$ cat config.mk
export PLATFORM = sky130hd
export DESIGN_NAME = hazard_scoreboard_flat
export DESIGN_NICKNAME = d
export VERILOG_FILES = /design/src/rtl/hazard_scoreboard_if.sv /design/src/rtl/hazard_scoreboard.sv /design/src/flat_wrapper.sv
export SDC_FILE = /design/constraint.sdc
export NUM_CORES = 1
export LEC_CHECK = 0
export BUFFER_PORTS_ARGS = -buffer_cell sky130_fd_sc_hd__buf_2
export CAP_MARGIN = 40
export CORE_ASPECT_RATIO = 1.75
export CORE_MARGIN = 1
export CORE_UTILIZATION = 30
export CTS_BUF_LIST = sky130_fd_sc_hd__clkbuf_8
export CTS_CLUSTER_DIAMETER = 200
export CTS_CLUSTER_SIZE = 20
export DETAILED_ROUTE_END_ITERATION = 8
export GPL_ROUTABILITY_DRIVEN = 0
export PLACE_DENSITY = 0.51
export SYNTH_ARGS = -nofsm -noshare
export SYNTH_HDL_FRONTEND = slang
export SYNTH_SLANG_ARGS = --single-unit
$ cat constraint.sdc
create_clock -name clk -period 4.06 [get_ports clk]
set_clock_uncertainty 0.05 [all_clocks]
set_input_delay 0.203 -clock clk [delete_from_list [all_inputs] [get_ports clk]]
set_output_delay 0.203 -clock clk [all_outputs]
set_load 0.02 [all_outputs]
$ cat src/rtl/hazard_scoreboard_if.sv
// Bundles the ID-stage request and hazard-response signals for hazard_scoreboard.
// The master modport is the pipeline or bench side. The slave modport is the scoreboard side.
interface hazard_scoreboard_if #(
  parameter int ADDR_W = 5,
  parameter int CNT_W  = 16
);
  logic              freeze;
  logic              flush;
  logic              id_valid;
  logic              id_WB_En;
  logic              id_MEM_R_En;
  logic [ADDR_W-1:0] id_dest;
  logic [ADDR_W-1:0] src1;
  logic [ADDR_W-1:0] src2;
  logic              src2_used;
  logic              stall;
  logic [1:0]        fwd_sel1;
  logic [1:0]        fwd_sel2;
  logic [CNT_W-1:0]  stall_cycles;

  modport master (
    output freeze, flush, id_valid, id_WB_En, id_MEM_R_En, id_dest, src1, src2, src2_used,
    input  stall, fwd_sel1, fwd_sel2, stall_cycles
  );

  modport slave (
    input  freeze, flush, id_valid, id_WB_En, id_MEM_R_En, id_dest, src1, src2, src2_used,
    output stall, fwd_sel1, fwd_sel2, stall_cycles
  );
endinterface

$ cat src/rtl/hazard_scoreboard.sv
// Tracks in-flight register writes in the EXE, MEM and WB slots and computes stall and forward selects for ID.
// Define FORWARD_EN to enable forwarding. Without it, any dependency on an in-flight write stalls.
module hazard_scoreboard #(
  parameter int ADDR_W = 5,
  parameter int CNT_W  = 16
) (
  input logic           clk,
  input logic           rst,
  hazard_scoreboard_if.slave bus
);

  logic              r_exeValid, r_memValid, r_wbValid;
  logic [ADDR_W-1:0] r_exeDest, r_memDest, r_wbDest;
  logic              r_exeLoad, r_memLoad, r_wbLoad;
  logic [CNT_W-1:0]  r_stallCnt;

  logic w_m1E, w_m1M, w_m1W;
  logic w_m2E, w_m2M, w_m2W;
  logic w_stall;
  logic [1:0] w_sel1, w_sel2;
  logic w_src1Nz, w_src2Live;

  assign w_src1Nz   = (bus.src1 != '0);
  assign w_src2Live = bus.src2_used && (bus.src2 != '0);

  assign w_m1E = w_src1Nz && r_exeValid && (r_exeDest == bus.src1);
  assign w_m1M = w_src1Nz && r_memValid && (r_memDest == bus.src1);
  assign w_m1W = w_src1Nz && r_wbValid  && (r_wbDest  == bus.src1);
  assign w_m2E = w_src2Live && r_exeValid && (r_exeDest == bus.src2);
  assign w_m2M = w_src2Live && r_memValid && (r_memDest == bus.src2);
  assign w_m2W = w_src2Live && r_wbValid  && (r_wbDest  == bus.src2);

`ifdef FORWARD_EN
  // Youngest match wins. A load still in EXE has no result yet, so it stalls instead of forwarding.
  always_comb begin
    w_sel1 = 2'b00;
    w_sel2 = 2'b00;
    if (w_m1E)      w_sel1 = r_exeLoad ? 2'b00 : 2'b01;
    else if (w_m1M) w_sel1 = 2'b10;
    else if (w_m1W) w_sel1 = 2'b11;
    if (w_m2E)      w_sel2 = r_exeLoad ? 2'b00 : 2'b01;
    else if (w_m2M) w_sel2 = 2'b10;
    else if (w_m2W) w_sel2 = 2'b11;
  end

  assign w_stall = bus.id_valid && r_exeLoad && (w_m1E || w_m2E);

  logic w_unusedLoad;
  assign w_unusedLoad = ^{r_memLoad, r_wbLoad};
`else
  assign w_sel1  = 2'b00;
  assign w_sel2  = 2'b00;
  assign w_stall = bus.id_valid && (w_m1E || w_m1M || w_m1W || w_m2E || w_m2M || w_m2W);

  logic w_unusedLoad;
  assign w_unusedLoad = ^{r_exeLoad, r_memLoad, r_wbLoad};
`endif

  assign bus.stall        = w_stall;
  assign bus.fwd_sel1     = w_sel1;
  assign bus.fwd_sel2     = w_sel2;
  assign bus.stall_cycles = r_stallCnt;

  // Slots shift in lockstep with the pipeline. Stalled, flushed and non-writing instructions enter EXE as bubbles.
  always_ff @(posedge clk) begin
    if (rst) begin
      r_exeValid <= 1'b0;
      r_exeDest  <= '0;
      r_exeLoad  <= 1'b0;
      r_memValid <= 1'b0;
      r_memDest  <= '0;
      r_memLoad  <= 1'b0;
      r_wbValid  <= 1'b0;
      r_wbDest   <= '0;
      r_wbLoad   <= 1'b0;
      r_stallCnt <= '0;
    end else if (!bus.freeze) begin
      r_wbValid  <= r_memValid;
      r_wbDest   <= r_memDest;
      r_wbLoad   <= r_memLoad;
      r_memValid <= r_exeValid;
      r_memDest  <= r_exeDest;
      r_memLoad  <= r_exeLoad;
      if (bus.id_valid && bus.id_WB_En && (bus.id_dest != '0) && !w_stall && !bus.flush) begin
        r_exeValid <= 1'b1;
        r_exeDest  <= bus.id_dest;
        r_exeLoad  <= bus.id_MEM_R_En;
      end else begin
        r_exeValid <= 1'b0;
        r_exeDest  <= '0;
        r_exeLoad  <= 1'b0;
      end
      if (w_stall && (r_stallCnt != '1))
        r_stallCnt <= r_stallCnt + 1'b1;
    end
  end

endmodule

$ cat src/flat_wrapper.sv
// flat-port wrapper written by rule: the top's interface ports become plain ports
module hazard_scoreboard_flat 
#(
  parameter int ADDR_W = 5,
  parameter int CNT_W  = 16
)
  (clk, rst, bus_freeze, bus_flush, bus_id_valid, bus_id_WB_En, bus_id_MEM_R_En, bus_id_dest, bus_src1, bus_src2, bus_src2_used, bus_stall, bus_fwd_sel1, bus_fwd_sel2, bus_stall_cycles);
  hazard_scoreboard_if #(.ADDR_W(ADDR_W), .CNT_W(CNT_W)) bus_i ();
  input logic clk;
  input logic rst;
  input wire logic [$bits(bus_i.freeze)-1:0] bus_freeze;
  input wire logic [$bits(bus_i.flush)-1:0] bus_flush;
  input wire logic [$bits(bus_i.id_valid)-1:0] bus_id_valid;
  input wire logic [$bits(bus_i.id_WB_En)-1:0] bus_id_WB_En;
  input wire logic [$bits(bus_i.id_MEM_R_En)-1:0] bus_id_MEM_R_En;
  input wire logic [$bits(bus_i.id_dest)-1:0] bus_id_dest;
  input wire logic [$bits(bus_i.src1)-1:0] bus_src1;
  input wire logic [$bits(bus_i.src2)-1:0] bus_src2;
  input wire logic [$bits(bus_i.src2_used)-1:0] bus_src2_used;
  output wire logic [$bits(bus_i.stall)-1:0] bus_stall;
  output wire logic [$bits(bus_i.fwd_sel1)-1:0] bus_fwd_sel1;
  output wire logic [$bits(bus_i.fwd_sel2)-1:0] bus_fwd_sel2;
  output wire logic [$bits(bus_i.stall_cycles)-1:0] bus_stall_cycles;
  assign bus_i.freeze = bus_freeze;
  assign bus_i.flush = bus_flush;
  assign bus_i.id_valid = bus_id_valid;
  assign bus_i.id_WB_En = bus_id_WB_En;
  assign bus_i.id_MEM_R_En = bus_id_MEM_R_En;
  assign bus_i.id_dest = bus_id_dest;
  assign bus_i.src1 = bus_src1;
  assign bus_i.src2 = bus_src2;
  assign bus_i.src2_used = bus_src2_used;
  assign bus_stall = bus_i.stall;
  assign bus_fwd_sel1 = bus_i.fwd_sel1;
  assign bus_fwd_sel2 = bus_i.fwd_sel2;
  assign bus_stall_cycles = bus_i.stall_cycles;
  hazard_scoreboard #(.ADDR_W(ADDR_W), .CNT_W(CNT_W)) u_core (.clk(clk), .rst(rst), .bus(bus_i));
endmodule
==> results.md, run 1 <==
* Status: finished, final reports clean
* Port buffer count at 38
* Sequential Power Share at 0.430
* Sw Pwr at about 0.18 mW
* Worst path slowest cell: o31ai_4
* Final count of hold timing violations at 0
* Die Span X at 66.3 µm
* Fin Hold WS at approximately 0.088 ns
* CTS tree: built
* HP Class: input pin to flip-flop
* Drt total wl at a little over 5 mm
* Fin crit period at approximately 2.5 ns
* Worst Path Required at about 3.8 ns
* Yosys Warn Count at 0
* GRT Resource Usage Total at 0.139
* Layout cells sized above 1 at 0.273
* Net Sw Frac at 0.227
* First-pass GRT wire length at a little under 8 mm
* Comb power frac at 0.080
* Max layer used: met4
* Vias in the first global route at 1,634
* Clock power frac at 0.489
* CP Max Fanout at 14
* Num rows at 40
* FF-to-FF setup slack at approximately 1.7 ns
* WL met3 at between 200 and 250 µm
* Post-synth top area cell: dfxtp_1
* Worst stage delay on the critical path at around 0.75 ns
* Worst VDD drop at 167 µV
* Pwr Density at 311 nW/µm²
* Register area share after synthesis at 0.314
* Largest net degree at the start of global routing at 47
* Register bit count reported by yosys at 34
* Initial Util at 0.314
* Largest cells by area after synthesis: dfxtp_1 31%, xor2_1 6.5%, mux2_4 6.2%, mux2i_1 6.0%, xnor2_1 5.7%
* Die ar. at around 7600 µm²
* Register Area at between 600 and 700 µm²
* Maximum clock rate at about 0.4 GHz
* Post-Syn Area at between 2000 and 2500 µm²
* Distinct cells, synth at 40
* Hold buffers post-CTS at 0
* Met2 wire length at between 2 and 3 mm
* Fill count at about 730
* Mapped Cells at 230
* Final setup violation count at 0
* PostCTS Resize Cnt at 0
* WS Path Type: flip-flop to primary output
* Boundary pin count at 44
* Synth Area per Inst at 9.43 µm²
* Clock-pin slew on the worst setup and hold paths at ~0.08 ns
* Top-area cell type share of the netlist area at 0.314
* Worst setup margin at 1.51 ns
* Commonest non-fill, non-tap cell in the layout: buf_2
* Setup tns final at 0 ns
* DRC errors left at 0
* Clock tree buffer depth at 2
* Slew Limit Fails at 0
* Critical-path cell list: xor2_1 > nor4_1 > and3_4 > o31ai_4 > a21boi_0 > buf_2
* DP HPWL at 3.80 mm
* First DRT Iteration DRCs at 66
* Core area at slightly below 7000 µm²
* Vias per inst at 4.90
* Nets at 287
* RSZ-0062 raised after global routing: false
* Pre-CTS setup slack at between 1.5 and 2 ns
* Diode count at 0
* Clock sinks at 34
* H-Tree Depth at 2
* Slew @ Worst Pin at 0.852 ns
* Most frequent cells in the layout: 38 x buf_2, 34 x dfxtp_1, 32 x nor2_1
* CTS root buffer: clkbuf_8
* Int Power at 0.606 mW
* P_leak at just over 1 nW
* Multi-input gate area at about 1400 µm²
* Antenna viol nets, final at 0
* Slew HR at 0.432
* Total CTS buffers at 5
* Met1 wire length at between 2 and 2.5 mm
* DIE HEIGHT at about 110 µm
* Critical path arrival at around 2.3 ns
* Initial antenna violation count at 0
* Post-CTS setup buffers at 0
* WL/cell at 14.6 µm
* Vias at between 1,500 and 2,000
* DR pass1 iterations at 4
* Area growth, synth to finish at 16.2%
* Crit share post-route at 0.628
* Max Cap Viol at 0
* CP Launch Type: flip-flop
* Clock Latency Late Sink at between 0.2 and 0.3 ns
* Crit. End Element: primary output
* Congestion Overflow GR at 0
[kinds of logic after synthesis]
| logic type | synth area share |
|---|---|
| DFF | 0.314 |
| buffers and inverters | 0.0444 |
| and+or+nand+nor | 0.215 |
| adders and majority gates | 0.00577 |
| muxes | 0.153 |
| AOI/OAI and AO/OA | 0.144 |
| other | 0.00173 |
| xor gates and xnor gates | 0.121 |
[final timing paths]
path                                      startpoint                                 endpoint  cells after the start
min reg2reg  u_core.bus.stall_cycles[1]$_SDFFE_PP0P_  u_core.bus.stall_cycles[1]$_SDFFE_PP0P_                      2
max                 u_core.r_memDest[4]$_SDFFE_PP0N_                                bus_stall                      6
max reg2reg         u_core.r_memDest[4]$_SDFFE_PP0N_         u_core.r_exeDest[4]$_SDFFE_PP0N_                      6
min                                   bus_id_dest[3]         u_core.r_exeDest[3]$_SDFFE_PP0N_                      2
[synthesized netlist by cell type, drive strengths merged]
cell / n
dfxtp: 34
nor2: 32
xor2: 16
mux2: 15
nor2b: 15
xnor2: 14
mux2i: 13
buf: 10
nand2: 10
nand4: 8
a211oi: 7
and3: 7
a22o: 6
nand3: 6
clkbuf: 5
nor3: 4
nor4: 4
a2111oi: 3
nand2b: 3
a21oi: 2
o22ai: 2
o32ai: 2
a21boi: 1
a41o: 1
a41oi: 1
and2: 1
and4: 1
conb: 1
ha: 1
inv: 1
o21a: 1
o21ai: 1
o31ai: 1
or4: 1
[layout make-up]
cell class,count,share of cell area
Clock buffer,5,0.0273
Clock inverter,3,0.0273
Inverter,1,0.00149
Multi-Input combinational cell,183,0.557
Sequential cell,34,0.270
Tap cell,84,0.0417
Timing Repair Buffer,38,0.0755
[state kept, by name (all words and copies together) (netlist names)]
name                     cells
u_core.r_memValid            1
u_core.r_exeValid            1
u_core.r_memDest             5
u_core.r_wbDest              5
u_core.r_wbValid             1
u_core.bus.stall_cycles     16
u_core.r_exeDest             5
[power groups by stage]
stage                     Clock, mW  Sequential (mW)  Combinational [mW]
after CTS                     0.397            0.337              0.0639
after global routing          0.407            0.338              0.0694
after floorplan                   0            0.344              0.0443
after detailed placement          0            0.345              0.0637
final                         0.383            0.337              0.0631
after global placement            0            0.345              0.0629
[metrics by stage]
stage | std cells | utilization | area [µm²] | total power, mW
3_5_place_dp | 340 | 0.345 | 2380 | 0.409
6_report | 348 | 0.365 | 2520 | 0.784
4_1_cts | 348 | 0.365 | 2520 | 0.798
2_1_floorplan | 233 | - | 2180 | 0.388
3_3_place_gp | 340 | 0.345 | 2380 | 0.408
5_1_grt | 348 | 0.365 | 2520 | 0.814
[critical path, delay by kind of cell (launching register included)]
family	cells	cell delay (ns)
AO/OA/AOI/OAI	2	0.93
XOR/XNOR	1	0.18
buffers and inverters	1	0.21
flip-flops	1	0.43
AND/OR/NAND/NOR	2	0.25
[per-layer routing]
metal,vias up,GRT usage
met5,-,0
met4,0,0.0610
met3,4,0.0289
met2,40,0.259
met1,785,0.144
li1,875,-
Note: power is estimated with default switching activity, not from simulation.
==> run 2: changes to the inputs <==
--- a/config.mk
+++ b/config.mk
@@ -15,7 +15,7 @@
 export CTS_CLUSTER_SIZE = 20
 export DETAILED_ROUTE_END_ITERATION = 8
 export GPL_ROUTABILITY_DRIVEN = 0
-export PLACE_DENSITY = 0.51
+export PLACE_DENSITY = 0.53
 export SYNTH_ARGS = -nofsm -noshare
 export SYNTH_HDL_FRONTEND = slang
 export SYNTH_SLANG_ARGS = --single-unit
==> constraint.sdc (replaced) <==
create_clock -name clk -period 2.1 [get_ports clk]
set_clock_uncertainty 0.05 [all_clocks]
set_input_delay 0.105 -clock clk [delete_from_list [all_inputs] [get_ports clk]]
set_output_delay 0.105 -clock clk [all_outputs]
set_load 0.02 [all_outputs]
==> results.md, run 2 (synthesis gave the netlist of run 1 again) <==
* Vias in the first global route at 2,044 (was 1,634)
* Commonest non-fill, non-tap cell in the layout: buf_4 (was buf_2)
* Crit path buffers/inverters at 1 (unchanged)
* Nets at 348 (was 287)
* Worst reg2reg endpoint: u_core.bus.stall_cycles[8]$_SDFFE_PP0P_ (was u_core.r_exeDest[4]$_SDFFE_PP0N_)
* DR pass1 iterations at 4 (unchanged)
* Pwr Density at 419 nW/µm² (was 311 nW/µm²)
* Delay-heaviest family, CP: simple AND/OR/NAND/NOR gates (was compound AO/OA/AOI/OAI gates)
* Worst reg2reg path depth at 7 (was 6)
* GRT Resource Usage Total at 0.176 (was 0.139)
* FF-to-FF setup slack at -0.11 ns (was 1.71 ns)
* Congestion Overflow GR at 0 (unchanged)
* Most frequent cells in the layout: 48 x buf_4, 37 x buf_2, 31 x nor2_1 (was 38 x buf_2, 34 x dfxtp_1, 32 x nor2_1)
* Boundary pin count at 44 (unchanged)
* CTS root buffer: clkbuf_8 (unchanged)
* H-Tree Depth at 2 (unchanged)
* Status: finished with violations (was finished, final reports clean)
* CP Max Fanout at 6 (was 14)
* Largest net degree at the start of global routing at 27 (was 47)
* DP HPWL at 4.50 mm (was 3.80 mm)
* Port buffer count at 38 (unchanged)
* Final count of hold timing violations at 1 (was 0)
* Register Area at 686 µm² (was 681 µm²)
* HP Class: input pin to flip-flop (unchanged)
* Critical path arrival at 2.35 ns (was 2.30 ns)
* Critical-path cell list: buf_4 > xor2_1 > nor4_1 > and3_2 > o21ai_4 > a2111oi_4 > mux2_4 (was xor2_1 > nor4_1 > and3_4 > o31ai_4 > a21boi_0 > buf_2)
* Slew @ Worst Pin at 0.588 ns (was 0.852 ns)
* First-pass GRT wire length at 9.95 mm (was 7.85 mm)
* Worst R2R Start: u_core.r_memDest[0]$_SDFFE_PP0N_ (was u_core.r_memDest[4]$_SDFFE_PP0N_)
* Antenna viol nets, final at 0 (unchanged)
* First DRT Iteration DRCs at 51 (was 66)
* Clock Latency Late Sink at 0.29 ns (about the same)
* Failing checks: hold timing, setup timing
* Layout cells sized above 1 at 0.443 (was 0.273)
* RSZ-0062 raised after global routing: true (was false)
* Max Cap Viol at 0 (unchanged)
* DRC errors left at 0 (unchanged)
* Num rows at 40 (unchanged)
* Worst stage delay on the critical path at 0.37 ns (was 0.75 ns)
* CP Launch Type: flip-flop (unchanged)
* Multi-input gate area at 1570 µm² (was 1400 µm²)
* Clock-pin slew on the worst setup and hold paths at 0.08 ns (about the same)
* Initial Util at 0.314 (unchanged)
* Crit. End Element: flip-flop (was primary output)
* Maximum clock rate at approximately 0.45 GHz
* Crit share post-route at 1.05
* Diode count at 0 (unchanged)
* Hold-critical path depth at 2 (unchanged)
* Cell Area, Placed at 2680 µm² (was 2380 µm²)
* Clock tree buffer depth at 2 (unchanged)
* Setup tns final at -0.654 ns (was 0 ns)
* CTS tree: built (unchanged)
* Total CTS buffers at 5 (unchanged)
* DIE HEIGHT at 114 µm (unchanged)
* Area growth, synth to finish at 45.0% (was 16.2%)
* Die ar. at 7590 µm² (unchanged)
* Worst Path Required at 2.23 ns (was 3.81 ns)
* Die Span X at 66.3 µm (unchanged)
* Min-Delay Endpoint: u_core.r_exeDest[1]$_SDFFE_PP0N_ (was u_core.r_exeDest[3]$_SDFFE_PP0N_)
* Core area at 6910 µm² (unchanged)
* Vias at 2,044 (was 1,704)
* Fill count at 697 (was 727)
* Clock sinks at 34 (unchanged)
* Min-delay src: bus_id_dest[1] (was bus_id_dest[3])
* Fin Hold WS at -0.000358 ns (was 0.0878 ns)
* Slew HR at 0.607 (was 0.432)
* WS Path Type: flip-flop to flip-flop (was flip-flop to primary output)
* Vias per inst at 5.00 (was 4.90)
* Pre-CTS setup slack at -0.174 ns (was 1.72 ns)
* Fin area at 3140 µm² (was 2520 µm²)
* Worst path slowest cell: a2111oi_4 (was o31ai_4)
* Fin crit period at between 2 and 2.5 ns
* Initial antenna violation count at 0 (unchanged)
* Final setup violation count at 9 (was 0)
* WL/cell at 15.3 µm (was 14.6 µm)
* Slew Limit Fails at 0 (unchanged)
* Worst setup margin at -0.115 ns (was 1.51 ns)
* Number of flip-flops in the largest register at 16 (unchanged)
* P_leak at 1.34 nW (was 1.03 nW)
* Worst VDD drop at 332 µV (was 167 µV)
* Drt total wl at 6.26 mm (was 5.07 mm)
-- run 2: per-layer routing --
metal	wire, µm	GRT usage	up-vias	part of all wire
li1	-	-	995	-
met1	2400	0.188	993	0.38
met2	3510	0.320	42	0.56
met3	155	0.0299	14	0.025
met4	196	0.0894	0	0.031
met5	0	0	-	0
-- run 2: cell type report --
type | instances | area share
timing repair buffer | 98 | 0.219
sequential | 34 | 0.218
clock inverter | 2 | 0.00279
multi-input combinational | 184 | 0.500
clock buffer | 6 | 0.0263
tap | 84 | 0.0334
inverter | 1 | 0.00119
-- run 2: power by group --
group	switching [mW]	internal (mW)	total, mW
Clock	0.253	0.260	0.513
Combinational	0.0870	0.0679	0.155
Sequential	0.00258	0.647	0.650
-- run 2: metrics by stage --
step | power [mW] | hold slack [ns] | utilization | std cells
floorplan | 0.751 | 0.181 | - | 233
global placement | 0.807 | 0.287 | 0.388 | 380
detailed placement | 0.808 | 0.292 | 0.388 | 380
CTS | 1.34 | 0.000726 | 0.437 | 402
global route | 1.37 | 0.0114 | 0.455 | 409
finish | 1.32 | -0.000358 | 0.455 | 409
-- run 2: worst max-delay path by stage --
stage                                                       start                                       end  slack [ns]  cells past startpoint
after floorplan           u_core.bus.stall_cycles[0]$_SDFFE_PP0P_   u_core.bus.stall_cycles[5]$_SDFFE_PP0P_        0.03                      6
after global placement           u_core.r_memDest[0]$_SDFFE_PP0N_   u_core.bus.stall_cycles[5]$_SDFFE_PP0P_       -0.18                      7
after detailed placement          u_core.r_wbDest[3]$_SDFFE_PP0N_          u_core.r_exeDest[1]$_SDFFE_PP0N_       -0.17                      7
after CTS                        u_core.r_memDest[4]$_SDFFE_PP0N_  u_core.bus.stall_cycles[13]$_SDFFE_PP0P_       -0.06                      8
after global routing             u_core.r_exeDest[3]$_SDFFE_PP0N_   u_core.bus.stall_cycles[8]$_SDFFE_PP0P_       -0.16                      7
final                            u_core.r_memDest[0]$_SDFFE_PP0N_   u_core.bus.stall_cycles[8]$_SDFFE_PP0P_       -0.11                      7
-- run 2: timing repair --
item | 4_1_cts | 5_1_grt
setup buffers | 9 | 7
hold endpoints to repair | 4 | 0
cloned | 1 | 0
hold buffers | 4 | 0
pin swaps | 14 | 9
resized for setup | 23 | 17
setup endpoints to repair | 21 | 22
==> run 3: changes to the inputs <==
--- a/config.mk
+++ b/config.mk
@@ -16,6 +16,8 @@
 export DETAILED_ROUTE_END_ITERATION = 8
 export GPL_ROUTABILITY_DRIVEN = 0
 export PLACE_DENSITY = 0.53
+export REMOVE_ABC_BUFFERS = 1
 export SYNTH_ARGS = -nofsm -noshare
 export SYNTH_HDL_FRONTEND = slang
 export SYNTH_SLANG_ARGS = --single-unit
+export TNS_END_PERCENT = 50
==> results.md, run 3 (synthesis gave the netlist of run 1 again) <==
* GRT Resource Usage Total at 0.165 (was 0.176)
* CTS tree: built (unchanged)
* Final setup violation count at 4 (was 9)
* Status: finished with violations (unchanged)
* CP Max Fanout at 8 (was 6)
* Commonest non-fill, non-tap cell in the layout: buf_4 (unchanged)
* Comb power frac at 0.118 (about the same)
* Clock power frac at 0.394 (was 0.389)
* DIE HEIGHT at 114 µm (unchanged)
* DP HPWL at 4.39 mm (was 4.50 mm)
* RSZ-0062 raised after global routing: true (unchanged)
* First DRT Iteration DRCs at 69 (was 51)
* Net Sw Frac at 0.268 (was 0.260)
* Cell Area, Placed at 2700 µm² (was 2680 µm²)
* Sequential Power Share at 0.488 (was 0.493)
* Congestion Overflow GR at 0 (unchanged)
* Most frequent cells in the layout: 43 x buf_4, 37 x buf_2, 32 x nor2_1 (was 48 x buf_4, 37 x buf_2, 31 x nor2_1)
* CTS root buffer: clkbuf_8 (unchanged)
* Worst path slowest cell: dfxtp_2 (was a2111oi_4)
* Failing checks: setup timing (was hold timing, setup timing)
* Crit. End Element: flip-flop (unchanged)
* Pre-CTS setup slack at -0.125 ns (was -0.174 ns)
* Die Span X at 66.3 µm (unchanged)
* Hold-critical path depth at 2 (unchanged)
* Slew @ Worst Pin at 0.563 ns (was 0.588 ns)
* WS Path Type: flip-flop to flip-flop (unchanged)
* Core area at 6910 µm² (unchanged)
* CP Launch Type: flip-flop (unchanged)
* Boundary pin count at 44 (unchanged)
* H-Tree Depth at 2 (unchanged)
* Met2 GRT Util at 0.317 (was 0.320)
* Fill count at 694 (was 697)
* Total CTS buffers at 5 (unchanged)
* First-pass GRT wire length at 9.36 mm (was 9.95 mm)
* Nets at 338 (was 348)
* Slew HR at 0.621 (was 0.607)
* Sw Pwr at 0.356 mW (was 0.342 mW)
* Vias at 1,960 (was 2,044)
* Drt total wl at 5.80 mm (was 6.26 mm)
* Clock tree buffer depth at 2 (unchanged)
* Clock sinks at 34 (unchanged)
* Fin crit period at 2.14 ns (was 2.21 ns)
* Worst Path Required at 2.24 ns (was 2.23 ns)
* WL/cell at 14.5 µm (was 15.3 µm)
* Worst reg2reg path depth at 7 (unchanged)
* Crit share post-route at 1.02 (was 1.05)
* Area growth, synth to finish at 41.1% (was 45.0%)
* Die ar. at 7590 µm² (unchanged)
* Final Util at 0.443 (was 0.455)
* Vias per inst at 4.91 (was 5.00)
* Number of flip-flops in the largest register at 16 (unchanged)
* Num rows at 40 (unchanged)
* Met3 Track Usage GR at 0.0209 (was 0.0299)
* Int Power at 0.974 mW (was 0.975 mW)
* Slew Limit Fails at 0 (unchanged)
* Port buffer count at 38 (unchanged)
* Initial Util at 0.314 (unchanged)
* Antenna viol nets, final at 0 (unchanged)
* Total power at 1.33 mW (was 1.32 mW)
* Maximum clock rate at 0.467 GHz (was 0.451 GHz)
* Worst stage delay on the critical path at 0.33 ns (was 0.37 ns)
* DR pass1 iterations at 2 (was 4)
* Critical path arrival at 2.28 ns (was 2.35 ns)
* Diode count at 0 (unchanged)
* HP Class: input pin to flip-flop (unchanged)
* Max Cap Viol at 0 (unchanged)
* Vias in the first global route at 2,007 (was 2,044)
* Critical-path cell list: xor2_1 > nor4_1 > and3_1 > o31ai_4 > buf_12 > a2111oi_4 > mux2_4 (was buf_4 > xor2_1 > nor4_1 > and3_2 > o21ai_4 > a2111oi_4 > mux2_4)
* GRT busiest layer: met2 (unchanged)
* Clock Latency Late Sink at 0.29 ns (about the same)
* Largest net degree at the start of global routing at 20 (was 27)
* P_leak at 1.29 nW (was 1.34 nW)
* Final count of hold timing violations at 0 (was 1)
* Routing usage on met1 at 0.169 (was 0.188)
* Fin area at 3060 µm² (was 3140 µm²)
* Clock-pin slew on the worst setup and hold paths at 0.08 ns (about the same)
* Worst setup margin at -0.0406 ns (was -0.115 ns)
* Worst VDD drop at 346 µV (was 332 µV)
* DRC errors left at 0 (unchanged)
* Pwr Density at 435 nW/µm² (was 419 nW/µm²)
* Initial antenna violation count at 0 (unchanged)
* Layout cells sized above 1 at 0.435 (was 0.443)
run 3: timing repair:
action / CTS / global route
endpoints found under the setup margin: 22 / 22
pin swaps: 10 / 8
cloned: 0 / 0
setup buffers: 4 / 1
gates resized for setup: 14 / 18
hold endpoints to repair: 5 / 0
hold buffers: 5 / 0
run 3: path summary, 6_finish.rpt:
kind | startpoint | end | slack (ns)
min | rst | u_core.r_memDest[4]$_SDFFE_PP0N_ | 0.15
max reg2reg | u_core.r_exeDest[3]$_SDFFE_PP0N_ | u_core.bus.stall_cycles[5]$_SDFFE_PP0P_ | -0.04
min reg2reg | u_core.r_wbValid$_SDFFE_PP0N_ | u_core.r_wbValid$_SDFFE_PP0N_ | 0.52
max | u_core.r_exeDest[3]$_SDFFE_PP0N_ | u_core.bus.stall_cycles[5]$_SDFFE_PP0P_ | -0.04
run 3: critical path: cells and delay by family (launching register included):
kind,cells,cell delay [ns]
AOI/OAI and AO/OA,2,0.45
DFF,1,0.33
buffers and inverters,1,0.16
muxes,1,0.33
xor gates and xnor gates,1,0.15
and+or+nand+nor,2,0.56
run 3: cell type report:
class	count	area [µm²]	share of cell area
Multi-Input combinational cell	183	1550	0.506
Inverter	1	3.75	0.00123
Clock inverter	2	8.76	0.00286
Clock buffer	6	82.6	0.0270
Sequential cell	34	689	0.225
Timing Repair Buffer	89	621	0.203
Tap cell	84	105	0.0344
run 3: per-layer routing:
layer	share of wire	up-vias
met1	0.38	936
met3	0.028	11
met5	0	-
met4	0.023	0
met2	0.57	44
li1	-	969
run 3: power by group through the flow:
stage | sequential [mW] | clock (mW) | combinational (mW)
global placement | 0.665 | 0 | 0.141
floorplan | 0.665 | 0 | 0.0626
global route | 0.649 | 0.569 | 0.170
finish | 0.649 | 0.524 | 0.157
detailed placement | 0.665 | 0 | 0.142
CTS | 0.650 | 0.534 | 0.154
run 3: per-stage QoR:
step	TNS (ns)	std cells	hold WS [ns]
after floorplan	0	218	0.127
after global placement	-1.35	381	0.280
after detailed placement	-1.39	381	0.285
after CTS	-0.911	398	0.154
after global routing	-1.03	399	0.176
final	-0.136	399	0.154
